### src/rtl/pc_fetch_unit.sv
// PC register and instruction-fetch sequencer: REQ -> WAIT -> VALID, sticky ERR.
// Optional accepted-instruction counter enabled by defining FETCH_COUNT_EN.
module pc_fetch_unit #(
  parameter logic [31:0] RESET_PC = 32'h0000_3000,
  parameter int unsigned IM_DEPTH = 1024,
  parameter int unsigned TIMEOUT  = 16
) (
  input  logic        clk,
  input  logic        reset,
  input  logic [31:0] npc_in,
  output logic [31:0] pc_out,
  output logic        imem_req,
  output logic [31:0] imem_addr,
  input  logic        imem_rvalid,
  input  logic [31:0] imem_rdata,
  output logic        instr_valid,
  output logic [31:0] instr_out,
  input  logic        instr_ready,
  output logic        fetch_err,
  output logic [1:0]  err_code,
  output logic [31:0] err_pc,
  output logic [31:0] fetch_count
);

  typedef enum logic [1:0] {S_REQ, S_WAIT, S_VALID, S_ERR} state_t;

  // 33-bit bounds so a top-of-memory region cannot wrap past 32'hFFFF_FFFC
  localparam logic [32:0] PC_LO   = {1'b0, RESET_PC};
  localparam logic [32:0] PC_HI   = {1'b0, RESET_PC} + (33'(IM_DEPTH) << 2) - 33'd4;
  localparam logic [7:0]  TO_LAST = 8'(TIMEOUT - 1);

  state_t      state;
  logic [31:0] pc;
  logic [31:0] instr_q;
  logic [1:0]  err_code_q;
  logic [31:0] err_pc_q;
  logic [7:0]  to_cnt;
  logic        npc_misaligned;
  logic        npc_out_of_range;

  always_comb begin
    npc_misaligned   = |npc_in[1:0];
    npc_out_of_range = ({1'b0, npc_in} < PC_LO) || ({1'b0, npc_in} > PC_HI);
  end

  always_ff @(posedge clk or posedge reset) begin
    if (reset) begin
      state      <= S_REQ;
      pc         <= RESET_PC;
      instr_q    <= '0;
      err_code_q <= '0;
      err_pc_q   <= '0;
      to_cnt     <= '0;
    end else begin
      unique case (state)
        S_REQ: begin
          to_cnt <= '0;
          state  <= S_WAIT;
        end
        S_WAIT: begin
          // a response on the last counted cycle wins over the timeout
          if (imem_rvalid) begin
            instr_q <= imem_rdata;
            state   <= S_VALID;
          end else if (to_cnt == TO_LAST) begin
            state      <= S_ERR;
            err_code_q <= 2'b10;
            err_pc_q   <= pc;
          end else begin
            to_cnt <= to_cnt + 8'd1;
          end
        end
        S_VALID: begin
          if (instr_ready) begin
            if (npc_misaligned) begin
              state      <= S_ERR;
              err_code_q <= 2'b01;
              err_pc_q   <= npc_in;
            end else if (npc_out_of_range) begin
              state      <= S_ERR;
              err_code_q <= 2'b11;
              err_pc_q   <= npc_in;
            end else begin
              pc    <= npc_in;
              state <= S_REQ;
            end
          end
        end
        S_ERR: begin
          state <= S_ERR;
        end
      endcase
    end
  end

  assign pc_out      = pc;
  assign imem_addr   = pc;
  assign imem_req    = (state == S_REQ);
  assign instr_valid = (state == S_VALID);
  assign instr_out   = instr_q;
  assign fetch_err   = (state == S_ERR);
  assign err_code    = err_code_q;
  assign err_pc      = err_pc_q;

`ifdef FETCH_COUNT_EN
  logic        accept_ok;
  logic [31:0] count_q;

  assign accept_ok = (state == S_VALID) && instr_ready && !npc_misaligned && !npc_out_of_range;

  always_ff @(posedge clk or posedge reset) begin
    if (reset)          count_q <= '0;
    else if (accept_ok) count_q <= count_q + 32'd1;
  end

  assign fetch_count = count_q;
`else
  assign fetch_count = '0;
`endif

endmodule

### config.mk
export PLATFORM = sky130hd
export DESIGN_NAME = pc_fetch_unit
export DESIGN_NICKNAME = d
export VERILOG_FILES = /design/src/rtl/pc_fetch_unit.sv
export SDC_FILE = /design/constraint.sdc
export NUM_CORES = 1
export LEC_CHECK = 0
export ABC_AREA = 1
export CAP_MARGIN = 20
export CORE_MARGIN = 1
export CORE_UTILIZATION = 42
export CTS_CLUSTER_DIAMETER = 30
export DETAILED_ROUTE_END_ITERATION = 16
export PLACE_DENSITY = 0.8
export SLEW_MARGIN = 10
export SYNTH_ARGS = -nofsm -noshare
export SYNTH_HDL_FRONTEND = slang
export SYNTH_SLANG_ARGS = --single-unit
### constraint.sdc
create_clock -name clk -period 4.75 [get_ports clk]
set_input_delay 0.7125 -clock clk [delete_from_list [all_inputs] [get_ports clk]]
set_output_delay 0.7125 -clock clk [all_outputs]
set_load 0.02 [all_outputs]
---- Word level (Yosys, flattened, before mapping) ----
Index checks and enable logic that the tools add are counted.
word-level totals
  register bits after elaboration ......... 108
  input port bits ......................... 68
  output and inout bits ................... 165
cells by class
  add/sub/neg operators ................... 1
  $lt $le $gt $ge ......................... 2
  eq/ne operators ......................... 10
  multiplexer cells ....................... 21
  bitwise gates (word level) .............. 2
  reduce and logical (&&, ||, !) cells .... 10
operators with widths
  kind                                                  number
  2-to-1 mux 32 bit                                     5
  one-hot mux 32 bit (2 select lines)                   1
  > comparator 32 x 14 -> 1 bit, second input constant  1
  < comparator 32 x 14 -> 1 bit, second input constant  1
  2-to-1 mux 2 bit                                      10
  2-to-1 mux 8 bit                                      2
  one-hot mux 8 bit (2 select lines)                    1
  adder 8 x 1 -> 8 bit, second input constant           1
  equality test 8 x 4 -> 1 bit, second input constant   1
  one-hot mux 2 bit (4 select lines)                    1
  != test 2 bit, second input constant                  3
  AND reduction 5 bit                                   1
  equality test 2 bit, second input constant            2
  one-hot mux 2 bit (2 select lines)                    1
  AND reduction 2 bit                                   2
  AND reduction 4 bit                                   1
  nonzero test 2 bit                                    2
  != test 3 x 1 -> 1 bit, second input constant         1
  != test 3 bit, second input constant                  1
  AND reduction 3 bit                                   1
  equality test 2 x 1 -> 1 bit, second input constant   1
  zero test 2 bit                                       1
  != test 2 x 1 -> 1 bit, second input constant         1
  NOT 1 bit                                             2
  other kinds (2)                                       2

---- Depth between registers and ports, before layout ----
Gate-level depths: netlist (run 1).
  word-level depth ........................ 6
  mapped depth ............................ 10
  mapped depth without buffers ............ 9

---- Worst setup path after synthesis (run 1) ----
Ideal clock, no wire load.
  path kind ............................... flip-flop to output port
  start point ............................. reg state[1]
  end point ............................... out instr_valid
  arrival ................................. 1074 ps
  required time ........................... 4038 ps
  setup slack ............................. 2964 ps
  cell stages (with the launch flop) ...... 5
  path through ............................ dfrtp_1 -> inv_2 -> nor2_4 -> buf_2 -> buf_2
between the ends
  cells in the longest elaborated chain, start to end .. 1
ends and longest elaborated chain
  element                 line  RTL
  start, declared         32    state_t state;
  start signal, assigned  48    state <= S_REQ;
  start signal, assigned  58    state <= S_WAIT;
  start signal, assigned  64    state <= S_VALID;
  equality test 2 bit     99    assign instr_valid = (state == S_VALID);
  end, declared           16    output logic instr_valid,
No other way between the ends.

---- Final worst setup path (run 1) ----
  start point ............................. in imem_rvalid
  end point ............................... reg to_cnt[0]
between the ends
  cells in the longest elaborated chain, start to end .. 2
ends and longest elaborated chain
  element                        line  RTL
  start, declared                14    input logic imem_rvalid,
  != test 2 bit (no line)        -
  AND reduction 3 bit (no line)  -
  end signal, assigned           70    to_cnt <= to_cnt + 8'd1;
  end, declared                  37    logic [7:0] to_cnt;
No other way between the ends.
A chain may end at the register's enable or synchronous reset.

==> results of run 1 <==
[layout make-up]
class / instances / area (sq um) / area share
clock buffers: 12 / 246 / 0.0338
clock inverters: 4 / 57.6 / 0.00788
inverters: 38 / 145 / 0.0199
multi-input cells: 448 / 1900 / 0.260
flip-flops and latches: 108 / 2710 / 0.371
well taps: 168 / 210 / 0.0288
repair buffers: 205 / 2040 / 0.279
[worst register-to-register path, cell delays in order (launching register included)]
cell and delay, ns:
dfrtp_1 0.48, inv_2 0.08, nor2_4 0.18, inv_2 0.09
nor2_4 0.64, inv_2 0.49, nand3_1 0.45, inv_1 0.20
nor2_1 0.13, nor2_1 0.06
[cells in the final DEF (no fill, tap or decap), types with 9 or more instances in the layout]
cell type          n
dfrtp_1          106
clkbuf_16          9
nand3_1           43
nor2_1            47
o21ai_0           25
nand4_1           12
inv_1             32
clkdlybuf4s50_1  200
conb_1            32
nand2_1          272
[layer usage]
metal	share of wire	vias up
met3	0.062	12
met5	0	-
met1	0.44	2117
met2	0.49	163
li1	-	2236
met4	0.016	0
[logic make-up after synthesis]
family | count (synthesis) | share of synthesized area
AO/OA/AOI/OAI | 29 | 0.0302
buffers and inverters | 131 | 0.148
flip-flops | 108 | 0.514
XOR/XNOR | 3 | 0.00499
adder cells (fa/ha/maj) | 1 | 0.00238
AND/OR/NAND/NOR | 383 | 0.300
other | 1 | 0.000713
[through the flow]
step / hold WS [ns] / util
after floorplan: 0.479 / -
after global routing: 0.492 / 0.603
final: 0.470 / 0.603
after global placement: 0.452 / 0.578
after CTS: 0.475 / 0.603
after detailed placement: 0.458 / 0.578
[where the power goes]
group / switching, mW / internal, mW / total (mW)
Sequential: 0.0907 / 1.07 / 1.16
Clock: 0.337 / 0.429 / 0.766
Combinational: 0.388 / 0.355 / 0.743
Total: 0.816 / 1.86 / 2.67
[state kept, by name, indices dropped and copies added, names as in the netlist]
register,count
imem_addr,32
err_pc,32
state,2
instr_out,32
err_code,2
to_cnt,8
[worst paths after layout]
kind	from	end
worst min register to register	instr_out[12]$_DFFE_PP0P_	instr_out[12]$_DFFE_PP0P_
worst min-delay path	instr_out[12]$_DFFE_PP0P_	instr_out[12]$_DFFE_PP0P_
max in group asynchronous	reset	imem_addr[12]$_DFFE_PP1P_
worst max-delay path	imem_rvalid	to_cnt[0]$_DFFE_PP0P_
min in group asynchronous	reset	err_pc[26]$_DFFE_PP0P_
worst max register to register	state[0]$_DFFE_PP0P_	to_cnt[0]$_DFFE_PP0P_
==> run metrics, run 1 <==
global-route wire length before repair 20700 um; Final nets 879; WL/cell 13.1 um; Setup-failing EPs final 0; Post-synth EDFFs 0; worst-margin pin slew 0.995 ns; Placer Congestion 0.804; Setup Skew 0.0111 ns; Max Cap Viol 0; Via density 4.61; final WL 12900 um; Critical Path Fanout Max 35; Yosys top cell area share 0.504; CP max stage cell nor2_4; top cells by area, synth dfrtp_1 50%, nand2_1 19%, buf_4 9.6%; Synth Flop Type dfrtp_1; leak pwr 3.55 nW; Seq/Total Area, Yosys 0.514; post-route design area 7300 sq um; fin cells 983; gr usage total 0.203; maximum clock rate 333 MHz; crit-path leading delay family simple AND/OR/NAND/NOR gates; ratio of final minimum period to clock period 0.633; H-tree levels 3; CTS Hold Bufs 0; RSZ-0062 raised after global routing no; Crit Path Category in -> reg; Gate Count Post-Synth 656; Remaining Overflow, GRT 0; remaining routing DRC violations 0; TritonRoute pass-1 iters 5; post-DP HPWL 9110 um; final worst setup slack 1.75 ns; die height 114 um; clk slew on worst S/H paths 0.07 ns; Worst Hold Depth 2; synth unique cells 25; met2 GRT Util 0.337; reg2reg path depth 9; top-count cell post-synth nand2_1; TritonCTS buffer count 9; Iter 0 DRT Violations 260; setup TNS 0 ns; CTS resizes 0; top cells by count, synth 272 x nand2_1, 106 x dfrtp_1, 67 x buf_4; Hold Path Class reg -> reg; dpl cell area 7000 sq um; Final ANT Viol Nets 0; Fillers 1076; CP Depth 8; via count 4528; Critical Path Source Type input pin; Hold Fails Final Rpt 0; DIE AREA 13000 sq um; Cell Area, Synth 5260 sq um; Root Buffer clkbuf_16; CP required 4.98 ns; Max Buffers Root-to-Sink 2; Skew-Pair Late Insertion Delay 0.35 ns; register bit total from synthesis 108; max_slew headroom 0.335; GR Layer Usage met1 0.268; met3 Usage GRT 0.0345; critical path, cell by cell clkdlybuf4s50_1 -> inv_1 -> nor2_4 -> inv_2 -> nand3_1 -> inv_1 -> nor2_1 -> nor2_1; clock sinks 108; run status completed; max-slew violation count 0; Initial Utilization 0.435; dpl ws 1.38 ns; number of global-route vias before repair 4173; number of cell rows 40; R2R setup slack 1.83 ns; initial antenna violation count 0; worst vdd ir 219 uV; gr busiest metal met2; WP buf/inv 4; largest net degree at the start of global routing 71; total core area 12100 sq um; Synth async-reset ratio 1.00; YS warnings 0; Design Power 2.67 mW; input/output buffers 200; PwrDens 366 nW/um^2; DP Cell Count 967; # diodes 0; Die Wd 114 um; Ports 233; largest area contributor in the netlist dfrtp_1; layout cells sized above 1 0.0442; CP peak stage delay 0.66 ns; Setup Buffers After CTS 0; min Tclk post-route 3.00 ns; CP endpoint kind flop; area grow syn2layout 38.7%; CTS tree done; Critical Path AT 3.23 ns; Synth Area per Inst 8.02 sq um
(Power assumes the default switching activity.)
==> run 2: changes to the inputs <==
clock period = 2.8 ns   (was 4.75 ns; I/O delays follow)
==> run 2 against run 1 <==
Effect of this change:
- clock-buffer cell count fell by 2
- cell count rose by 0.61%
- combinational power rose by 70%
- design area rose by 1.3%
==> run metrics, run 2 (synthesis gave the netlist of run 1 again) <==
Setup Skew 0.00695 ns (-0.00419 ns); crit-path leading delay family buffers and inverters; number of global-route vias before repair 4181 (+0.19%); largest net degree at the start of global routing 109 (+54%); most used cell along the critical path inv_2; CP peak stage delay 0.45 ns (-0.21 ns); max_slew headroom 0.612 (+0.277); most common cell after layout, fill and taps aside nand2_1; met1 wire length 5720 um (+1.4%); Remaining Overflow, GRT 0 (unchanged); gr usage total 0.205 (+0.00113); Critical Path Fanout Max 33 (-5.7%); die height 114 um (unchanged); Via density 4.61 (+0.12%); total core area 12100 sq um (unchanged); WL/cell 13.3 um (+1.4%); WL met2 6320 um (+0.57%); Critical Path AT 2.40 ns (-0.83 ns); WHS 0.469 ns (-0.00103 ns); DIE AREA 13000 sq um (unchanged); setup TNS 0 ns (unchanged); leak pwr 3.59 nW (+1.2%); CTS resizes 0 (unchanged); TritonCTS buffer count 9 (unchanged); PwrDens 633 nW/um^2 (+73%); clk slew on worst S/H paths 0.07 ns (about the same); clock sinks 108 (unchanged); final WL 13200 um (+2.0%); critical path, cell by cell inv_2 -> nor2_4 -> inv_2 -> nor2_4 -> inv_2 -> nand3_1 -> inv_1 -> nor2_1 -> nor2_1; Max Buffers Root-to-Sink 2 (unchanged); Hold Path Class reg -> reg; initial antenna violation count 0 (unchanged); final worst setup slack 0.672 ns (-1.07 ns); run status completed; area grow syn2layout 40.5%; Root Buffer clkbuf_16; min Tclk post-route 2.13 ns; Final ANT Viol Nets 0 (unchanged); RSZ-0062 raised after global routing no; worst vdd ir 308 uV (+41%); dpl ws 0.472 ns (-0.909 ns); uppermost layer routed met4; Iter 0 DRT Violations 329 (+27%); Initial Utilization 0.435 (unchanged); # diodes 0 (unchanged); Max Cap Viol 0 (unchanged); Die Wd 114 um (unchanged); commonest cells after routing, fill and taps aside 272 x nand2_1, 200 x clkdlybuf4s50_1, 106 x dfrtp_1; H-tree levels 3 (unchanged); via count 4561 (+0.73%); Setup-failing EPs final 0 (unchanged); WP buf/inv 4 (unchanged); input/output buffers 200 (unchanged); Setup Buffers After CTS 0 (unchanged); layout cells sized above 1 0.0524 (+0.00820); DP Cell Count 973 (+0.62%); Placer Congestion 0.779 (-3.1%); max-slew violation count 0 (unchanged); wire length on met3 902 um (+13%); Final nets 885 (+0.68%); Critical Path Source Type flop; Crit Path Category reg -> reg; CTS Hold Bufs 0 (unchanged); Ports 233 (unchanged); number of cell rows 40 (unchanged); worst-margin pin slew 0.581 ns (-0.413 ns); Skew-Pair Late Insertion Delay 0.34 ns (about the same); maximum clock rate 470 MHz; CTS tree done; CP endpoint kind flop; TritonRoute pass-1 iters 4 (-1); Hold Fails Final Rpt 0 (unchanged); fin cells 989 (+0.61%); remaining routing DRC violations 0 (unchanged); CP max stage cell dfrtp_1; global-route wire length before repair 20800 um (+0.60%); post-DP HPWL 9030 um (-0.92%); ratio of final minimum period to clock period 0.760; CP required 3.08 ns (-1.90 ns); Design Power 4.68 mW (+75%)
## run 2: cell count changes in the layout (fill, tap and decap cells not counted), sizes merged
cell	delta
buf	+6
clkbuf	-2
bufinv	+2
inv	-2
clkinv	-1
clkinvlp	+3
## run 2: metrics by stage
stage / area (sq um) / utilization
2_1_floorplan: 5380 / -
3_3_place_gp: 7050 / 0.582
3_5_place_dp: 7050 / 0.582
4_1_cts: 7400 / 0.611
5_1_grt: 7400 / 0.611
6_report: 7400 / 0.611
## run 2: power breakdown
part | internal (mW) | leakage [nW] | switching, mW | total (mW)
combinational | 0.604 | 2.17 | 0.661 | 1.26
clock | 0.875 | 0.155 | 0.574 | 1.45
sequential | 1.82 | 1.27 | 0.148 | 1.97
## run 2: area by class of cell
cell class,count,area (sq um)
inverters,38,146
multi-input cells,448,1900
flip-flops and latches,108,2710
fillers,1120,4720
clock inverters,6,113
repair buffers,211,2100
clock buffers,10,229
well taps,168,210
## run 2: final timing paths
path | from | endpoint | slack, ns | depth (start not counted)
setup / recovery | state[0]$_DFFE_PP0P_ | to_cnt[0]$_DFFE_PP0P_ | 0.67 | 9
min in group asynchronous | reset | instr_out[29]$_DFFE_PP0P_ | 0.59 | 3
setup reg to reg | state[0]$_DFFE_PP0P_ | to_cnt[0]$_DFFE_PP0P_ | 0.67 | 9
hold reg to reg | err_code[1]$_DFFE_PP0P_ | err_code[1]$_DFFE_PP0P_ | 0.47 | 2
max in group asynchronous | reset | imem_addr[6]$_DFFE_PP0P_ | 1.76 | 3
hold / removal | err_code[1]$_DFFE_PP0P_ | err_code[1]$_DFFE_PP0P_ | 0.47 | 2
## run 2: worst min-delay path, cell delays in order, from the launching register on
cell and delay, ns:
dfrtp_1 0.34, nand2_1 0.05, nand2_1 0.05
## run 2: layer usage
metal	up-vias	track usage
met5	-	0
met1	2109	0.268
met2	181	0.334
met4	0	0.0797
li1	2253	-
met3	18	0.0409
